$ cat config.mk
export PLATFORM = sky130hd
export DESIGN_NAME = tap_prog_loader
export DESIGN_NICKNAME = d
export VERILOG_FILES = /design/src/rtl/tap_prog_loader_pkg.sv /design/src/rtl/tap_loader_crc32.sv /design/src/rtl/tap_prog_loader.sv
export SDC_FILE = /design/constraint.sdc
export NUM_CORES = 1
export LEC_CHECK = 0
export BUFFER_PORTS_ARGS = -buffer_cell sky130_fd_sc_hd__buf_2
export CAP_MARGIN = 40
export CORE_ASPECT_RATIO = 0.6
export CORE_MARGIN = 4
export CORE_UTILIZATION = 56
export CTS_BUF_LIST = sky130_fd_sc_hd__clkbuf_2
export CTS_CLUSTER_SIZE = 30
export DETAILED_ROUTE_END_ITERATION = 12
export PLACE_DENSITY = 0.83
export RECOVER_POWER = 25
export SLEW_MARGIN = 10
export SYNTH_ARGS = -nofsm -noshare
export SYNTH_HDL_FRONTEND = slang
export SYNTH_HIERARCHICAL = 1
export SYNTH_SLANG_ARGS = --single-unit
$ cat constraint.sdc
create_clock -name clk -period 3.2 [get_ports clk]
set_input_delay 0.48 -clock clk [delete_from_list [all_inputs] [get_ports clk]]
set_output_delay 0.48 -clock clk [all_outputs]
set_load 0.01 [all_outputs]
$ cat src/rtl/tap_prog_loader_pkg.sv
// Shared TAP/loader definitions: instruction encodings, RAM geometry, loader states
// and the CRC-32 word step used by the optional checksum (TAP_LOADER_CRC_EN).
package tap_prog_loader_pkg;

  localparam int INSTR_WIDTH    = 4;
  localparam int WORD_WIDTH     = 32;
  localparam int RAM_ADDR_WIDTH = 8;
  localparam int RAM_DEPTH      = 256;

  localparam logic [INSTR_WIDTH-1:0] IDCODE       = 4'b0001;
  localparam logic [INSTR_WIDTH-1:0] LOAD_PROGRAM = 4'b0011;
  localparam logic [INSTR_WIDTH-1:0] BYPASS       = 4'b1111;

  localparam logic [31:0] CRC_POLY = 32'h04C1_1DB7;
  localparam logic [31:0] CRC_INIT = 32'hFFFF_FFFF;

  typedef enum logic [1:0] {
    ST_IDLE,
    ST_LOAD,
    ST_FLUSH,
    ST_DONE
  } loader_state_t;

  // Non-reflected CRC-32, one data word consumed MSB first.
  function automatic logic [31:0] crc32_next(input logic [31:0] crc, input logic [31:0] data);
    logic [31:0] c;
    logic        fb;
    c = crc;
    for (int i = 31; i >= 0; i--) begin
      fb = c[31] ^ data[i];
      c  = {c[30:0], 1'b0} ^ (fb ? CRC_POLY : 32'h0);
    end
    return c;
  endfunction

endpackage

$ cat src/rtl/tap_loader_crc32.sv
// Combinational next-CRC for one 32-bit committed word; zero latency, no flow control.
module tap_loader_crc32
  import tap_prog_loader_pkg::*;
(
  input  logic [31:0] crc_i,
  input  logic [31:0] data_i,
  output logic [31:0] crc_o
);

  assign crc_o = crc32_next(crc_i, data_i);

endmodule

$ cat src/rtl/tap_prog_loader.sv
// LOAD_PROGRAM sequencer: TDI -> 32-bit words -> instruction RAM, 1-cycle write latency,
// one-entry write buffer absorbs up to DATA_WIDTH-1 cycles of RAM backpressure. Optional CRC: TAP_LOADER_CRC_EN.
module tap_prog_loader
  import tap_prog_loader_pkg::*;
#(
  parameter int DATA_WIDTH = WORD_WIDTH,
  parameter int ADDR_WIDTH = RAM_ADDR_WIDTH,
  parameter int MEM_DEPTH  = RAM_DEPTH
) (
  input  logic                   clk,
  input  logic                   rst,
  input  logic [INSTR_WIDTH-1:0] instr_i,
  input  logic                   capture_dr_i,
  input  logic                   shift_dr_i,
  input  logic                   tdi_i,
  output logic                   tdo_o,
  output logic                   ram_we_o,
  output logic [ADDR_WIDTH-1:0]  ram_addr_o,
  output logic [DATA_WIDTH-1:0]  ram_wdata_o,
  input  logic                   ram_ready_i,
  output logic                   cpu_hold_o,
  output logic                   load_done_o,
  output logic [ADDR_WIDTH:0]    word_count_o,
  output logic                   overflow_o,
  output logic                   overrun_o,
  output logic [31:0]            crc_o
);

  localparam int                    CNT_W     = $clog2(DATA_WIDTH);
  localparam logic [CNT_W-1:0]      LAST_BIT  = CNT_W'(DATA_WIDTH - 1);
  localparam logic [ADDR_WIDTH-1:0] LAST_ADDR = ADDR_WIDTH'(MEM_DEPTH - 1);
  localparam logic [ADDR_WIDTH:0]   DEPTH_CNT = (ADDR_WIDTH + 1)'(MEM_DEPTH);

  loader_state_t state_q, state_d;

  logic [DATA_WIDTH-1:0] shift_q;
  logic [CNT_W-1:0]      bit_cnt_q;
  logic                  buf_vld_q;
  logic [DATA_WIDTH-1:0] buf_dat_q;
  logic [ADDR_WIDTH-1:0] addr_q;
  logic [ADDR_WIDTH:0]   word_cnt_q;
  logic                  overflow_q;
  logic                  overrun_q;

  logic                  in_load;
  logic                  enter_load;
  logic                  do_capture;
  logic                  do_shift;
  logic                  word_done;
  logic [DATA_WIDTH-1:0] shift_nxt;
  logic                  accept;
  logic                  buf_blocked;
  logic [ADDR_WIDTH:0]   claimed_cnt;
  logic                  mem_full;
  logic                  buf_load;

  assign in_load     = (state_q == ST_LOAD);
  assign enter_load  = (state_q == ST_IDLE) && (instr_i == LOAD_PROGRAM);
  assign do_capture  = in_load && capture_dr_i;
  assign do_shift    = in_load && shift_dr_i && !capture_dr_i;
  assign word_done   = do_shift && (bit_cnt_q == LAST_BIT);
  assign shift_nxt   = {tdi_i, shift_q[DATA_WIDTH-1:1]};
  assign accept      = buf_vld_q && ram_ready_i;
  assign buf_blocked = buf_vld_q && !ram_ready_i;

  // A word sitting in the buffer already owns a RAM slot, so count it when
  // deciding whether the memory is full; otherwise the last address is rewritten.
  assign claimed_cnt = word_cnt_q + (ADDR_WIDTH + 1)'(buf_vld_q);
  assign mem_full    = (claimed_cnt >= DEPTH_CNT);
  assign buf_load    = word_done && !buf_blocked && !mem_full;

  always_ff @(posedge clk or posedge rst) begin
    if (rst) begin
      state_q <= ST_IDLE;
    end else begin
      state_q <= state_d;
    end
  end

  always_comb begin
    state_d = state_q;
    unique case (state_q)
      ST_IDLE:  if (instr_i == LOAD_PROGRAM) state_d = ST_LOAD;
      ST_LOAD:  if (instr_i != LOAD_PROGRAM) state_d = ST_FLUSH;
      ST_FLUSH: if (!buf_vld_q || accept)    state_d = ST_DONE;
      ST_DONE:  state_d = ST_IDLE;
      default:  state_d = ST_IDLE;
    endcase
  end

  always_ff @(posedge clk or posedge rst) begin
    if (rst) begin
      shift_q    <= '0;
      bit_cnt_q  <= '0;
      buf_vld_q  <= 1'b0;
      buf_dat_q  <= '0;
      addr_q     <= '0;
      word_cnt_q <= '0;
      overflow_q <= 1'b0;
      overrun_q  <= 1'b0;
    end else if (enter_load) begin
      shift_q    <= '0;
      bit_cnt_q  <= '0;
      addr_q     <= '0;
      word_cnt_q <= '0;
      overflow_q <= 1'b0;
      overrun_q  <= 1'b0;
    end else begin
      if (do_capture) begin
        shift_q   <= '0;
        bit_cnt_q <= '0;
      end else if (do_shift) begin
        shift_q   <= shift_nxt;
        bit_cnt_q <= word_done ? '0 : bit_cnt_q + CNT_W'(1);
      end else if (!in_load) begin
        // Leaving LOAD throws away any partially shifted word.
        shift_q   <= '0;
        bit_cnt_q <= '0;
      end

      if (accept) begin
        word_cnt_q <= word_cnt_q + (ADDR_WIDTH + 1)'(1);
        if (addr_q != LAST_ADDR) addr_q <= addr_q + ADDR_WIDTH'(1);
      end

      if (word_done && buf_blocked)              overrun_q  <= 1'b1;
      if (word_done && !buf_blocked && mem_full) overflow_q <= 1'b1;

      if (buf_load) begin
        buf_vld_q <= 1'b1;
        buf_dat_q <= shift_nxt;
      end else if (accept) begin
        buf_vld_q <= 1'b0;
      end
    end
  end

  assign tdo_o        = in_load && shift_q[0];
  assign ram_we_o     = buf_vld_q;
  assign ram_addr_o   = addr_q;
  assign ram_wdata_o  = buf_dat_q;
  assign cpu_hold_o   = (state_q != ST_IDLE);
  assign load_done_o  = (state_q == ST_DONE);
  assign word_count_o = word_cnt_q;
  assign overflow_o   = overflow_q;
  assign overrun_o    = overrun_q;

`ifdef TAP_LOADER_CRC_EN
  logic [31:0] crc_q;
  logic [31:0] crc_step;

  tap_loader_crc32 u_crc32 (
    .crc_i  (crc_q),
    .data_i (32'(ram_wdata_o)),
    .crc_o  (crc_step)
  );

  // Only accepted writes advance the CRC, so it naturally freezes from DONE on.
  always_ff @(posedge clk or posedge rst) begin
    if (rst) begin
      crc_q <= '0;
    end else if (enter_load) begin
      crc_q <= CRC_INIT;
    end else if (accept) begin
      crc_q <= crc_step;
    end
  end

  assign crc_o = crc_q;
`else
  assign crc_o = '0;
`endif

endmodule

==> flow_metrics.tcl, run 1 <==
set metrics [dict create \
    worstMarginPinSlew_ps 1179 \
    clk-insertion-delay-late_ps 580 \
    max_freq_ghz 0.3772 \
    grt_overflow_total 0 \
    cts_tree "yes" \
    worstHoldPathCells 2 \
    grt_pass1_wl_um 13110 \
    routed_wl_um 8117 \
    track_usage_pct 19.25 \
    cp-end-kind "flop" \
    synth.top_cell.area_share_pct 55.02 \
    dp.cells 459 \
    hpwl_um 5626 \
    synth_ff_type "dfrtp_1" \
    yosysWarnings 6 \
    rr_startpoint "state_q[1]$_DFFE_PP0P_" \
    critical_path_class "reg -> reg" \
    fp-row-count 23 \
    die_height_um 74.60 \
    syn2layout_area_growth_pct 10.64 \
    crit_slowest_cell "dfrtp_1" \
    viasPerCell 5.506 \
    netlist_instances 318 \
    synth_async_sr_flop_share_pct 100.0 \
    grt_pass1_vias 2572 \
    hold_viol 0 \
    clkSinkCount 91 \
    antenna_found_initial 0 \
    hold_start "tdi_i" \
    place_congestion 0.8036 \
    arrival_ps 3130 \
    finalNonFillerCells 476 \
    slew_viol_final 0 \
    clock_skew_ps 30.50 \
    avgRoutedWirePerCell_um 17.05 \
    rsz0062_at_grt "no" \
    cts_buffers 9 \
    cts.path.max_buffers 2 \
    grt_max_degree 68 \
    io_pins 97 \
    finalCriticalPeriod_ps 2651 \
    peakVddDrop_mv 0.3134 \
    syn-mean-instance-area_um2 13.02 \
    synth_area_leaders "dfrtp_1 (55%), mux2_4 (11%), a22o_1 (7.4%)" \
    fill_cells 513 \
    portBuffers 64 \
    drcViolationCount 0 \
    synth_edf_count 0 \
    ant_nets 0 \
    yosysTopAreaCell "dfrtp_1" \
    n_antenna_cell 0 \
    drtPass1Iterations 4 \
    core_area_um2 6907 \
    post-route-period-util_pct 82.86 \
    htree_levels 3 \
    worstPathRequired_ps 3670 \
    startpoint "state_q[1]$_DFFE_PP0P_" \
    max_cap_viol_count 0 \
    initial_core_util_pct 59.93 \
    synth_seq_area_share_pct 55.02 \
    die_w_um 119.0 \
    setup_viol_count_final 0 \
    crit_fanout 17 \
    cts_root_buf "clkbuf_2" \
    start_kind "flop" \
    die_area_um2 8876 \
    finish.utilization_pct 66.30 \
    crit_chain "inv_1, ha_1, nand3b_1, nor3b_1, nand4bb_4, buf_4, mux2_4" \
    slew-limit-headroom_pct 20.98 \
    hp-class "in -> reg" \
    drive_above_1_share_pct 32.39 \
    fin_nets 402 \
    p_leak_uw 0.002511 \
    rr_worst_depth 7 \
    synth_area_um2 4139 \
    synthDistinctLibCells 48 \
    slowest_delay_ps 470 \
    ys_ff_latch 91 \
    outcome "finished, final reports clean" \
    clk_transition_reported_paths_ps 250 \
    setup_tns_ps 0 \
    p_per_area_nw_per_um2 464.1 \
    first_iter_violations 112 \
    vias 2621 \
]
## per-layer routing
| layer | GRT usage (%) | share of wire [%] | wire length (um) |
|---|---|---|---|
| met2 | 28.52 | 45 | 3637 |
| met5 | 0 | 0 | 0 |
| met3 | 7.067 | 6.8 | 553 |
| met1 | 26.50 | 47 | 3811 |
| met4 | 6.804 | 1.4 | 116 |
## cell families after synthesis
group,share of synthesized area (%)
mux,12.12
fa+ha+maj,2.418
buf+inv,8.797
flops,55.02
xor+xnor,1.905
compound gates,11.73
other cells,0.09060
simple gates,7.920
## stage by stage
step	setup WS, ps	total power [uW]	area [um^2]	hold WS [ps]
detailed placement	578.3	1501	4433	489.7
global route	333.4	2241	4579	87.42
CTS	533.7	2142	4579	118.9
floorplan	356.4	1445	4255	457.9
global placement	688.7	1486	4433	482.9
finish	548.6	2125	4579	145.3
## final timing paths
path / end / slack (ps)
max: ram_wdata_o[14]$_DFFE_PP0P_ / 550
min: ram_wdata_o[31]$_DFFE_PP0P_ / 150
max reg2reg: ram_wdata_o[14]$_DFFE_PP0P_ / 550
min reg2reg: ram_addr_o[6]$_DFFE_PP0P_ / 520
max in group asynchronous: shift_q[15]$_DFFE_PP0P_ / 1710
min in group asynchronous: word_count_o[7]$_DFFE_PP0P_ / 650
## cells in the mapped netlist, types with 2 or more instances
cell type and instances:
a21oi_1 8, a22o_1 35, and2_1 2, and3_1 3
buf_2 6, buf_4 33, buf_6 4, clkbuf_1 3
dfrtp_1 91, ha_1 8, inv_1 8, mux2_2 5
mux2_4 29, nand2_1 12, nand3_1 6, nand3b_1 2
nand4_1 4, nor2_1 13, nor2b_1 2, nor3_1 5
o21ai_0 4, or3_1 2, xnor2_1 6, xor2_1 3
## repair_timing
item / CTS / global route
hold buffers: 1 / 0
buffers inserted: 0 / 0
setup endpoints to repair: 0 / 0
gates resized for setup: 0 / 0
endpoints found under the hold margin: 24 / 0
## state kept, by name (all words and copies together) (netlist names)
name and count:
overflow_o 1, overrun_o 1, state_q 2, ram_we_o 1, word_count_o 9, shift_q 32
ram_wdata_o 32, bit_cnt_q 5, ram_addr_o 8
## placed cells by master (no fill, tap or decap), types with 2 or more instances in the layout
| cell | synthesis | final |
|---|---|---|
| dfrtp_1 | 91 | 91 |
| buf_2 | 6 | 64 |
| a22o_1 | 35 | 35 |
| conb_1 | 1 | 32 |
| mux2_4 | 29 | 29 |
| nand2_1 | 12 | 12 |
| nor2_1 | 13 | 12 |
| clkbuf_2 | 0 | 9 |
| a21oi_1 | 8 | 8 |
| ha_1 | 8 | 8 |
| inv_1 | 8 | 7 |
| nand3_1 | 6 | 6 |
| xnor2_1 | 6 | 6 |
| mux2_2 | 5 | 5 |
| nor3_1 | 5 | 5 |
| nand4_1 | 4 | 4 |
| o21ai_0 | 4 | 4 |
| buf_4 | 33 | 4 |
| and3_1 | 3 | 3 |
| xor2_1 | 3 | 3 |
| nor2b_1 | 2 | 2 |
| nand3b_1 | 2 | 2 |
| and2_1 | 2 | 2 |
| or3_1 | 2 | 2 |
| bufinv_16 | 0 | 2 |
| clkinv_2 | 0 | 2 |
## power breakdown
group	switching, uW	internal (uW)	total (uW)	leakage, uW
registers	28.6	1180	1210	0.00127
logic	180	93.7	274	0.00116
clock network	386	258	643	0.0000837
total	595	1530	2130	0.00251
## layout make-up
cell class	count	area, um^2	share of cell area (%)
Sequential cell	91	2277	49.73
Clock buffer	9	45.04	0.9836
Multi-Input combinational cell	204	1645	35.93
Clock inverter	7	91.34	1.995
Timing Repair Buffer	70	380.4	8.306
Tap cell	87	108.9	2.377
Inverter	8	31.28	0.6831
## worst max-delay path, delay by kind of cell, from the launching register on
kind / cells / cell delay, ps
AND/OR/NAND/NOR: 3 / 1110
flip-flops: 1 / 470
adder cells (fa/ha/maj): 1 / 200
buffers and inverters: 2 / 470
multiplexers: 1 / 300
Note: power is estimated with default switching activity, not from simulation.
==> run 2, diff against run 1 <==
==> constraint.sdc (replaced) <==
create_clock -name clk -period 2.6 [get_ports clk]
set_input_delay 0.39 -clock clk [delete_from_list [all_inputs] [get_ports clk]]
set_output_delay 0.39 -clock clk [all_outputs]
set_load 0.01 [all_outputs]
==> flow_metrics.tcl, run 2 (synthesized netlist as in run 1, its figures left out) <==
set metrics [dict create \
    die_area_um2 8876 \
    clock_skew_ps 30.31 \
    cts.path.max_buffers 2 \
    avgRoutedWirePerCell_um 17.01 \
    grt_overflow_total 0 \
    syn2layout_area_growth_pct 10.55 \
    viasPerCell 5.590 \
    start_kind "flop" \
    drcViolationCount 0 \
    hp-class "in -> reg" \
    final_common_cell "dfrtp_1" \
    cts-hold-fix-buffers 1 \
    n_antenna_cell 0 \
    htree_levels 3 \
    hold_viol 0 \
    p_leak_uw 0.002500 \
    post-route-period-util_pct 86.12 \
    place_congestion 0.7990 \
    setup_tns_ps 0 \
    dpl_cell_area_um2 4478 \
    drive_above_1_share_pct 32.57 \
    p_per_area_nw_per_um2 536.7 \
    rsz0062_at_grt "no" \
    clk_transition_reported_paths_ps 240 \
    peakVddDrop_mv 0.2344 \
    initial_core_util_pct 59.93 \
    worstPathRequired_ps 3050 \
    ant_nets 0 \
    cts_tree "yes" \
    slew-limit-headroom_pct 0.5655 \
    die_w_um 119.0 \
    final_cell_mix "dfrtp_1 (91), buf_2 (63), a22o_1 (35)" \
    vias 2683 \
    cts_buffers 9 \
    grt_pass1_wl_um 13420 \
    arrival_ps 2690 \
    critical_path_class "reg -> reg" \
    cp-end-kind "flop" \
    portBuffers 64 \
    postCtsResizedCells 0 \
    drtPass1Iterations 4 \
    grt_pass1_vias 2552 \
    fin_nets 406 \
    clkSinkCount 91 \
    violations "max-capacitance violations" \
    cts_root_buf "clkbuf_2" \
    cts_setup_buffers 0 \
    hpwl_um 5825 \
    finalCriticalPeriod_ps 2239 \
    max_freq_ghz 0.4466 \
    crit_fanout 33 \
    grt_max_degree 40 \
    setup_viol_count_final 0 \
    core_area_um2 6907 \
    track_usage_pct 19.52 \
    first_iter_violations 205 \
    fp-row-count 23 \
    outcome "finished, violations left" \
    clk-insertion-delay-late_ps 560 \
    routed_wl_um 8165 \
    max_cap_viol_count 1 \
    antenna_found_initial 0 \
    final_area_um2 4576 \
    worstMarginPinSlew_ps 1483 \
    die_height_um 74.60 \
    io_pins 97 \
    slew_viol_final 0 \
]
run 2: changes by cell type in the layout (fill, tap and decap cells not counted), sizes merged:
cell / change
buf: +1
clkinv: -1
bufinv: -2
clkbuf: +3
clkinvlp: +3
run 2: final timing paths:
| check | startpoint | endpoint | slack, ps | depth (start not counted) |
|---|---|---|---|---|
| max | state_q[1]$_DFFE_PP0P_ | ram_wdata_o[15]$_DFFE_PP0P_ | 360 | 7 |
| min | tdi_i | shift_q[31]$_DFFE_PP0P_ | 70 | 2 |
| max reg2reg | state_q[1]$_DFFE_PP0P_ | ram_wdata_o[15]$_DFFE_PP0P_ | 360 | 7 |
| min reg2reg | ram_addr_o[6]$_DFFE_PP0P_ | ram_addr_o[6]$_DFFE_PP0P_ | 530 | 1 |
| max in group asynchronous | rst | shift_q[12]$_DFFE_PP0P_ | 870 | 4 |
| min in group asynchronous | rst | shift_q[23]$_DFFE_PP0P_ | 650 | 3 |
run 2: stage by stage:
stage | std cells | util [%] | total power (uW) | hold slack, ps | setup slack [ps]
after floorplan | 349 | - | 1779 | 457.9 | 686.5
after detailed placement | 463 | 64.84 | 1858 | 486.4 | 399.9
after global placement | 463 | 64.84 | 1837 | 484.4 | 542.4
after global routing | 480 | 66.25 | 2582 | 25.78 | 263.5
after CTS | 480 | 66.41 | 2479 | 24.78 | 361.8
final | 480 | 66.25 | 2456 | 69.33 | 360.8
run 2: layout make-up:
class / count / area, um^2
Fill cell: 487 / 2331
Inverter: 8 / 31.28
Timing Repair Buffer: 74 / 414.1
Tap cell: 87 / 108.9
Clock inverter: 7 / 53.80
Clock buffer: 9 / 45.04
Multi-Input combinational cell: 204 / 1645
Sequential cell: 91 / 2277
run 2: power breakdown:
group | switching [uW] | internal [uW]
registers | 37.5 | 1450
logic | 222 | 123
clock network | 491 | 130
run 2: critical path, stage by stage, from the launching register on:
cell and delay, ps:
dfrtp_1 470, inv_1 90, ha_1 200, nand3b_1 190, nor3b_1 470, nand4bb_4 160, buf_12 230, mux2_4 320
run 2: routing by layer:
layer  up-vias  wire length, um  global-route usage [%]  share of wire [%]
met5         -                0                       0                  0
met1      1355             3813                   27.45                 47
li1       1215                -                       -                  -
met4         0               93                   6.162                1.1
met3        10              473                   5.623                5.8
met2       103             3784                   29.89                 46
